$ cat config.mk
export PLATFORM = sky130hd
export DESIGN_NAME = mp64_rom_arb
export DESIGN_NICKNAME = d
export VERILOG_FILES = /design/src/rtl/mp64_rom_arb.sv
export SDC_FILE = /design/constraint.sdc
export NUM_CORES = 1
export LEC_CHECK = 0
export CORE_ASPECT_RATIO = 0.5
export CORE_UTILIZATION = 22
export DETAILED_ROUTE_END_ITERATION = 7
export GPL_TIMING_DRIVEN = 0
export PLACE_DENSITY_LB_ADDON = 0.08
export SYNTH_ARGS = -nofsm -noshare
export SYNTH_HDL_FRONTEND = slang
export SYNTH_SLANG_ARGS = --single-unit
$ cat constraint.sdc
create_clock -name clk -period 1.13 [get_ports clk]
set_input_delay 0.226 -clock clk [delete_from_list [all_inputs] [get_ports clk]]
set_output_delay 0.226 -clock clk [all_outputs]
set_load 0.005 [all_outputs]
$ cat src/rtl/mp64_rom_arb.sv
// mp64_rom_arb
// ------------
// Shares one single-port synchronous ROM between two read requesters.
// At most one read is accepted per cycle. Arbitration is round-robin and
// remembers the last winner. Each issued read is tracked by a {valid, id}
// tag in a pipeline whose depth matches the ROM read latency. When the
// data comes back, the tag steers it to the requester that issued the read.
// Responses have no backpressure, so the arbiter never stalls.
//
// Parameters
//   ADDR_W   ROM word-address width (must match the ROM)
//   DATA_W   ROM data width (must match the ROM)
//   ROM_LAT  ROM read latency: 1 (ROM without output register) or
//            2 (ROM with output register); other values are illegal
//
// Ports
//   clk, rst_n            clock, asynchronous active-low reset
//   req0_valid/addr       requester 0 read request (held until accepted)
//   req0_ready            requester 0 accepted this cycle
//   rsp0_valid/data       requester 0 read data (single-cycle pulse)
//   req1_*, rsp1_*        the same for requester 1
//   rom_ce, rom_addr      ROM read enable and word address
//   rom_rdata             ROM read data
module mp64_rom_arb #(
    parameter int ADDR_W  = 8,
    parameter int DATA_W  = 32,
    parameter int ROM_LAT = 1
) (
    input  logic              clk,
    input  logic              rst_n,
    input  logic              req0_valid,
    input  logic [ADDR_W-1:0] req0_addr,
    output logic              req0_ready,
    output logic              rsp0_valid,
    output logic [DATA_W-1:0] rsp0_data,
    input  logic              req1_valid,
    input  logic [ADDR_W-1:0] req1_addr,
    output logic              req1_ready,
    output logic              rsp1_valid,
    output logic [DATA_W-1:0] rsp1_data,
    output logic              rom_ce,
    output logic [ADDR_W-1:0] rom_addr,
    input  logic [DATA_W-1:0] rom_rdata
);

    // Keep the tag pipeline at least one stage deep. An illegal ROM_LAT
    // then still elaborates, and the assertion below can report it.
    localparam int STAGES = (ROM_LAT < 1) ? 1 : ROM_LAT;

    logic              run_q;      // low for the first cycle out of reset
    logic              last_q;     // id of the most recent grant
    logic              grant_any;
    logic              grant_id;
    logic [ADDR_W-1:0] grant_addr;

    logic [STAGES-1:0] tag_v_q;
    logic [STAGES-1:0] tag_id_q;

    // ------------------------------------------------------------------
    // Grant selection. On a tie, the requester that did not win last
    // time gets the grant, so a continuously valid requester waits at
    // most one cycle.
    // ------------------------------------------------------------------
    always_comb begin
        grant_any  = 1'b0;
        grant_id   = 1'b0;
        grant_addr = '0;
        if (run_q) begin
            if (req0_valid && req1_valid) begin
                grant_any = 1'b1;
                grant_id  = ~last_q;
            end else if (req0_valid) begin
                grant_any = 1'b1;
                grant_id  = 1'b0;
            end else if (req1_valid) begin
                grant_any = 1'b1;
                grant_id  = 1'b1;
            end
        end
        if (grant_any) begin
            grant_addr = grant_id ? req1_addr : req0_addr;
        end
    end

    assign req0_ready = grant_any & ~grant_id;
    assign req1_ready = grant_any &  grant_id;

    // A grant always means a ROM read. The arbiter holds no request state,
    // so each accept gives exactly one read.
    assign rom_ce   = grant_any;
    assign rom_addr = grant_addr;

    // ------------------------------------------------------------------
    // Run flag and round-robin memory. last_q resets to 1 so that
    // requester 0 wins the first tie.
    // ------------------------------------------------------------------
    always_ff @(posedge clk or negedge rst_n) begin
        if (!rst_n) begin
            run_q  <= 1'b0;
            last_q <= 1'b1;
        end else begin
            run_q <= 1'b1;
            if (grant_any) begin
                last_q <= grant_id;
            end
        end
    end

    // ------------------------------------------------------------------
    // Tag pipeline. Stage 0 captures this cycle's grant at the same edge
    // on which the ROM captures the address. Each later stage adds one
    // cycle, so the last stage lines up with rom_rdata. Reset clears
    // every valid bit, so the response of a read in flight during reset
    // is never presented.
    // ------------------------------------------------------------------
    always_ff @(posedge clk or negedge rst_n) begin
        if (!rst_n) begin
            tag_v_q  <= '0;
            tag_id_q <= '0;
        end else begin
            tag_v_q[0]  <= grant_any;
            tag_id_q[0] <= grant_id;
            for (int i = 1; i < STAGES; i++) begin
                tag_v_q[i]  <= tag_v_q[i-1];
                tag_id_q[i] <= tag_id_q[i-1];
            end
        end
    end

    // Only one tag sits in the output stage, so the two valids are
    // mutually exclusive by construction. Both ports carry the ROM data.
    // Each port's data is meaningful only while its valid is high.
    assign rsp0_valid = tag_v_q[STAGES-1] & ~tag_id_q[STAGES-1];
    assign rsp1_valid = tag_v_q[STAGES-1] &  tag_id_q[STAGES-1];
    assign rsp0_data  = rom_rdata;
    assign rsp1_data  = rom_rdata;

    // ------------------------------------------------------------------
    // Simulation-only sanity checks.
    // ------------------------------------------------------------------
    always @(posedge clk) begin
        assert (ROM_LAT == 1 || ROM_LAT == 2)
            else $error("mp64_rom_arb: ROM_LAT=%0d is illegal, use 1 or 2", ROM_LAT);
        if (rst_n) begin
            assert (!(rsp0_valid && rsp1_valid))
                else $error("mp64_rom_arb: both response valids asserted");
        end
    end

endmodule

==> results of run 1 <==
==> registers in the layout, indices dropped and copies added, names as in the netlist <==
signal,flops
run_q,1
last_q,1
tag_v_q,1
tag_id_q,1
==> cell families after synthesis <==
kind of cell	share of synthesized area (%)
other cells	0.476
compound gates	9.86
simple gates	12.9
buf+inv	63.9
flops	12.9
==> critical path: cells and delay by family (launching register included) <==
kind            cells  cell delay (ps)
flops               1              560
compound gates      2              260
buf+inv             2              260
==> path summary, 6_finish.rpt <==
check / start / endpoint / slack [ps] / cells after the start
worst max-delay path: last_q$_DFFE_PN1P_ / rom_addr[2] / -380 / 4
worst min-delay path: rst_n / tag_id_q$_DFF_PN0_ / 210 / 1
worst max register to register: last_q$_DFFE_PN1P_ / tag_id_q$_DFF_PN0_ / 10 / 6
worst min register to register: run_q$_DFF_PN0_ / last_q$_DFFE_PN1P_ / 650 / 3
max in group asynchronous: rst_n / last_q$_DFFE_PN1P_ / 670 / 1
min in group clk: req1_valid / last_q$_DFFE_PN1P_ / 530 / 3
==> cell usage after synthesis <==
| cell type | n |
|---|---|
| buf_4 | 66 |
| a31oi_1 | 1 |
| nand2_1 | 17 |
| o22ai_1 | 8 |
| inv_1 | 1 |
| o21ai_4 | 1 |
| nor2b_1 | 1 |
| nor2_1 | 5 |
| nand2_2 | 1 |
| inv_2 | 1 |
| a21oi_1 | 1 |
| and2_1 | 1 |
| dfstp_2 | 1 |
| dfrtp_1 | 3 |
| conb_1 | 1 |
==> per-stage QoR <==
stage               setup TNS [ps]  cells  worst slack (ps)
floorplan                        0    109              60.2
global placement             -8690    253              -818
detailed placement           -8800    253              -828
CTS                          -3530    266              -371
global route                 -4050    267              -409
finish                       -3560    267              -383
==> routing by layer <==
layer  global-route usage, %  vias to the layer above  wire length [um]
li1                        -                      500                 -
met1                    11.5                      437               790
met2                    25.6                       73              1440
met3                    6.16                        4               431
met4                    4.67                        0                31
met5                       0                        -                 0
==> power by group <==
part	switching, mW	total [mW]	internal [mW]
clock	0.0751	0.316	0.241
sequential	0.0131	0.177	0.163
combinational	0.220	0.750	0.529
==> cell type report <==
| type | instances | area (um^2) | area share [%] |
|---|---|---|---|
| repair buffers | 105 | 992 | 50.6 |
| clock buffers | 4 | 45.0 | 2.30 |
| multi-input cells | 38 | 241 | 12.3 |
| well taps | 48 | 60.1 | 3.06 |
| inverters | 2 | 15.0 | 0.765 |
| plain buffers | 66 | 507 | 25.8 |
| flip-flops and latches | 4 | 101 | 5.17 |
==> timing repair <==
item	in CTS	in global routing
endpoints found under the setup margin	13	12
pin swaps	12	2
setup buffers	8	1
cloned	1	0
resized for setup	64	11
==> results.md, run 1 <==
- Total GRT Usage: 12.8%
- Critical Path, Cell by Cell: buf_6, o21ai_4, o22ai_1, buf_2
- CP Launch Type: flop
- Most common cell after layout, fill and taps aside: clkdlybuf4s50_1
- Violated checks: setup timing
- Seq/Total Area, Yosys: 12.9%
- Routed WL: 2.70 mm
- Violation count after the first detailed-routing iteration: 3
- Flops & latches, synth: 4
- Finished layout cell area: 1960 um^2
- # clock sinks: 4
- Synthesis-to-finish area growth: 149%
- Final hold vios: 0
- Total CTS buffers: 3
- Worst Hold Class: input port to async pin
- Final setup vio count: 11
- Antenna-violating nets left: 0
- Max stage delay on crit path: 560 ps
- Die area: 3830 um^2
- Detailed-route via count: 1014
- Critical Path Fanout Max: 5
- Power, Total: 1.24 mW
- Worst setup margin: -383 ps
- Net count after synthesis: 161
- Vias per cell: 3.80
- Fill count: 283
- Largest net degree at the start of global routing: 10
- Netlist Area Pre-Place: 787 um^2
- Final HPWL DP: 2.24 mm
- Warning count from the yosys run: 0
- Area leader, netlist: buf_4
- Die H: 44.3 um
- Fmax: 661 MHz
- Residual DRC count: 0
- Synth cell types: 15
- Core ar.: 3210 um^2
- CTS tree: done
- Worst hold margin: 210 ps
- Root Buffer: clkbuf_8
- Mapped Cells: 109
- Max rail drop VDD: 289 uV
- Minimum clock period: 1510 ps
- Remaining Overflow, GRT: 0
- Max H-tree Level: 1
- Mean Syn Cell Area: 7.22 um^2
- Fin. max-slew vios: 0
- Cell Pwr Density: 633 nW/um^2
- Critical path required time: 900 ps
- Worst-path clk slew: 40 ps
- Setup Skew: 7.24 ps
- Post-DP Area: 1810 um^2
- Core Rows: 14
- IO Port Bufs: 96
- Initial core utilization: 24.6%
- CTS Buffer Depth: 2
- Post-layout util: 61.2%
- Routability Congestion: 0.658
- First-pass GRT wire length: 3.82 mm
- Area share of the largest cell type after synthesis: 63.0%
- Critical path class: flop to primary output
- Most frequent cells in the layout: 81 x clkdlybuf4s50_1, 67 x buf_4, 16 x nand2_1
- Top post-synthesis cells by area: buf_4 63%, dfrtp_1 9.5%, nand2_1 8.1%
- Io pins: 129
- Drt pass-1 iters: 4
- Critical path capture point type: primary output
- Final period utilization: 134%
- RSZ-0062 raised after global routing: yes
- Max_cap viols: 0
- Die width: 86.6 um
- Slowest CP cell: dfstp_2
- Vias in the first global route: 917
- Cts hold-fix bufs: 0
- WL per Instance: 10.1 um
- P_leak: 0.936 nW
- Ant. Diodes: 0
- Share of cells above drive strength 1: 47.5%
- Clock Latency Late Sink: 220 ps
- Number of antenna violations at the first check in global routing: 0
- Outcome: finished with violations
- Fin nets: 272
- Crit path DAT: 1290 ps
Power figures use the tool's default switching activity.
==> inputs of run 2 (changes only) <==
CAP_MARGIN = 10   (was unset)
==> results of run 2 <==
Final layout, timing and power as in run 1 (identical DEF).
==> inputs of run 3 (changes only) <==
ABC_AREA = 1   (was unset)
SLEW_MARGIN = 20   (was unset)
==> results.md, run 3 <==
- Drt pass-1 iters: 4 (unchanged)
- Violation count after the first detailed-routing iteration: 2 (was 3)
- Critical path required time: 900 ps (about the same)
- Placed Instances: 254 (was 253)
- Residual DRC count: 0 (unchanged)
- Root Buffer: clkbuf_8 (unchanged)
- Detailed-route via count: 996 (was 1014)
- Warning count from the yosys run: 0 (unchanged)
- Worst-path clk slew: 30 ps (was 40 ps)
- Net count after synthesis: 162 (was 161)
- Outcome: finished with violations (unchanged)
- Cell Pwr Density: 595 nW/um^2 (was 633 nW/um^2)
- Critical path class: flop to primary output (unchanged)
- Area share of the largest cell type after synthesis: 62.3% (was 63.0%)
- Area leader, netlist: buf_4 (unchanged)
- Routed WL: 2.51 mm (was 2.70 mm)
- Netlist Area Pre-Place: 771 um^2 (was 787 um^2)
- Io pins: 129 (unchanged)
- Mapped Cells: 110 (was 109)
- Routability Congestion: 0.687 (was 0.658)
- Max H-tree Level: 1 (unchanged)
- Clock Latency Late Sink: 220 ps (about the same)
- Flops & latches, synth: 4 (unchanged)
- Vias in the first global route: 919 (was 917)
- Ys async rst share: 100% (unchanged)
- CP Launch Type: flop (unchanged)
- Total GRT Usage: 12.3% (was 12.8%)
- Fill count: 300 (was 283)
- Mean Syn Cell Area: 7.01 um^2 (was 7.22 um^2)
- Worst Hold Class: input port to async pin (unchanged)
- Fmax: 675 MHz (was 661 MHz)
- Die H: 43.9 um (was 44.3 um)
- Synth cell types: 13 (was 15)
- CTS Buffer Depth: 2 (unchanged)
- Share of cells above drive strength 1: 49.3% (was 47.5%)
- Largest net degree at the start of global routing: 7 (was 10)
- Cells on worst reg2reg path: 6 (unchanged)
- Critical path capture point type: primary output (unchanged)
- Pre-CTS WS: -833 ps (was -828 ps)
- Non-filler cells, final: 271 (was 267)
- Cts hold-fix bufs: 0 (unchanged)
- Final setup vio count: 11 (unchanged)
- Core ar.: 3170 um^2 (was 3210 um^2)
- Total CTS buffers: 3 (unchanged)
- Vias per cell: 3.68 (was 3.80)
- R2r setup slk: 80 ps (was 10 ps)
- Final period utilization: 131% (was 134%)
- Ant. Diodes: 0 (unchanged)
- Terminus of the critical flop-to-flop path: tag_id_q$_DFF_PN0_ (unchanged)
- Die area: 3760 um^2 (was 3830 um^2)
- Violated checks: setup timing (unchanged)
- CTS tree: done (unchanged)
- Final hold vios: 0 (unchanged)
- # clock sinks: 4 (unchanged)
- Top cells by count, synth: 64 x buf_4, 19 x nand2_1, 9 x nand3_1, 4 x inv_1, 3 x dfrtp_1 (was 66 x buf_4, 17 x nand2_1, 8 x o22ai_1, 5 x nor2_1, 3 x dfrtp_1)
- Post-synth EDFFs: 0 (unchanged)
- First-pass GRT wire length: 3.70 mm (was 3.82 mm)
- Number of antenna violations at the first check in global routing: 0 (unchanged)
- Max rail drop VDD: 342 uV (was 289 uV)
- Multi-input gate area: 228 um^2 (was 241 um^2)
- Most common cell in the netlist: buf_4 (unchanged)
- Core Rows: 14 (unchanged)
- Setup Skew: 2.42 ps (was 7.24 ps)
- Crit path DAT: 1260 ps (was 1290 ps)
- IO Port Bufs: 96 (unchanged)
- Final HPWL DP: 2.10 mm (was 2.24 mm)
- Prevailing post-synth register cell: dfrtp_1 (unchanged)
- Critical Path Fanout Max: 5 (unchanged)
- Launch point of the worst reg-to-reg path: run_q$_DFF_PN0_ (was last_q$_DFFE_PN1P_)
- P_leak: 0.986 nW (was 0.936 nW)
- Most frequent cells in the layout: 81 x clkdlybuf4s50_1, 74 x buf_4, 10 x nand2_1, 10 x buf_2 (was 81 x clkdlybuf4s50_1, 67 x buf_4, 16 x nand2_1)
- WL per Instance: 9.28 um (was 10.1 um)
- Antenna-violating nets left: 0 (unchanged)
- Worst setup margin: -352 ps (was -383 ps)
- Fin nets: 276 (was 272)
- Fin. max-slew vios: 0 (unchanged)
- Max_cap viols: 0 (unchanged)
- Top post-synthesis cells by area: buf_4 62%, dfrtp_1 9.7%, nand2_1 9.3% (was buf_4 63%, dfrtp_1 9.5%, nand2_1 8.1%)
- FF+latch area: 101 um^2 (unchanged)
- Remaining Overflow, GRT: 0 (unchanged)
- Die width: 85.7 um (was 86.6 um)
- RSZ-0062 raised after global routing: yes (unchanged)
- Seq/Total Area, Yosys: 13.1% (was 12.9%)
- Synthesis-to-finish area growth: 152% (was 149%)
- Most common cell after layout, fill and taps aside: clkdlybuf4s50_1 (unchanged)
- Minimum clock period: 1480 ps (was 1510 ps)
- Initial core utilization: 24.3% (was 24.6%)
-- run 3: cell count changes in the layout (fill, tap and decap cells not counted), moves of 6 or more --
cell / delta
buf_4: +7
nand2_1: -6
nand2_2: +7
nand3_1: +8
-- run 3: what timing repair did --
| action | 4_1_cts | 5_1_grt |
|---|---|---|
| pin swaps | 10 | 4 |
| gates resized for setup | 66 | 5 |
| gates cloned | 2 | 0 |
| setup buffers | 10 | 1 |
| endpoints found under the setup margin | 13 | 13 |
-- run 3: cells by family after synthesis --
family | Yosys count | share of synthesized area [%]
other | 1 | 0.487
AOI/OAI and AO/OA | 2 | 1.30
DFF | 4 | 13.1
and+or+nand+nor | 33 | 19.2
buffers and inverters | 70 | 65.9
-- run 3: report_power, final --
group          total (mW)  leakage [nW]  switching, mW  internal (mW)
combinational       0.670         0.916          0.195          0.476
sequential          0.169        0.0472        0.00949          0.159
clock               0.314        0.0228         0.0735          0.241
-- run 3: area by class of cell --
| type | count | area share (%) |
|---|---|---|
| buffer | 64 | 24.8 |
| clock buffer | 4 | 2.32 |
| inverter | 6 | 1.55 |
| multi-input combinational | 37 | 11.7 |
| sequential | 4 | 5.23 |
| tap | 48 | 3.10 |
| timing repair buffer | 107 | 50.8 |
| timing repair inverter | 1 | 0.452 |
-- run 3: per-layer routing --
layer | vias up | share of wire (%) | track usage [%]
met5 | - | 0 | 0
met4 | 0 | 0.36 | 2.00
met3 | 3 | 15 | 6.67
met2 | 66 | 53 | 25.0
met1 | 429 | 31 | 11.2
li1 | 498 | - | -
-- run 3: worst max path at each step --
stage,slack [ps],endpoint,start,cells after the start
2_1_floorplan,10,req0_ready,last_q$_DFFE_PN1P_,4
3_3_place_gp,-830,rom_addr[0],req1_valid,8
3_5_place_dp,-830,rom_addr[3],req1_valid,8
4_1_cts,-340,req0_ready,run_q$_DFF_PN0_,7
5_1_grt,-410,rom_addr[0],last_q$_DFFE_PN1P_,6
6_report,-350,rom_addr[3],last_q$_DFFE_PN1P_,6
-- run 3: critical path: stages (launching register included) --
cell,delay [ps]
dfstp_2,550
nand2_4,90
nand2_4,130
inv_6,60
nand2_2,50
nand2_1,40
buf_2,120
-- run 3: stage by stage --
stage / area (um^2) / total power [mW] / hold WS, ps / util, % / TNS, ps
3_3_place_gp: 1800 / 0.806 / 432 / 56.6 / -8660
4_1_cts: 1930 / 1.16 / 203 / 60.9 / -3220
6_report: 1940 / 1.15 / 203 / 61.2 / -3390
3_5_place_dp: 1800 / 0.812 / 433 / 56.6 / -8690
2_1_floorplan: 774 / 0.423 / -69.6 / - / 0
5_1_grt: 1940 / 1.23 / 214 / 61.2 / -3990
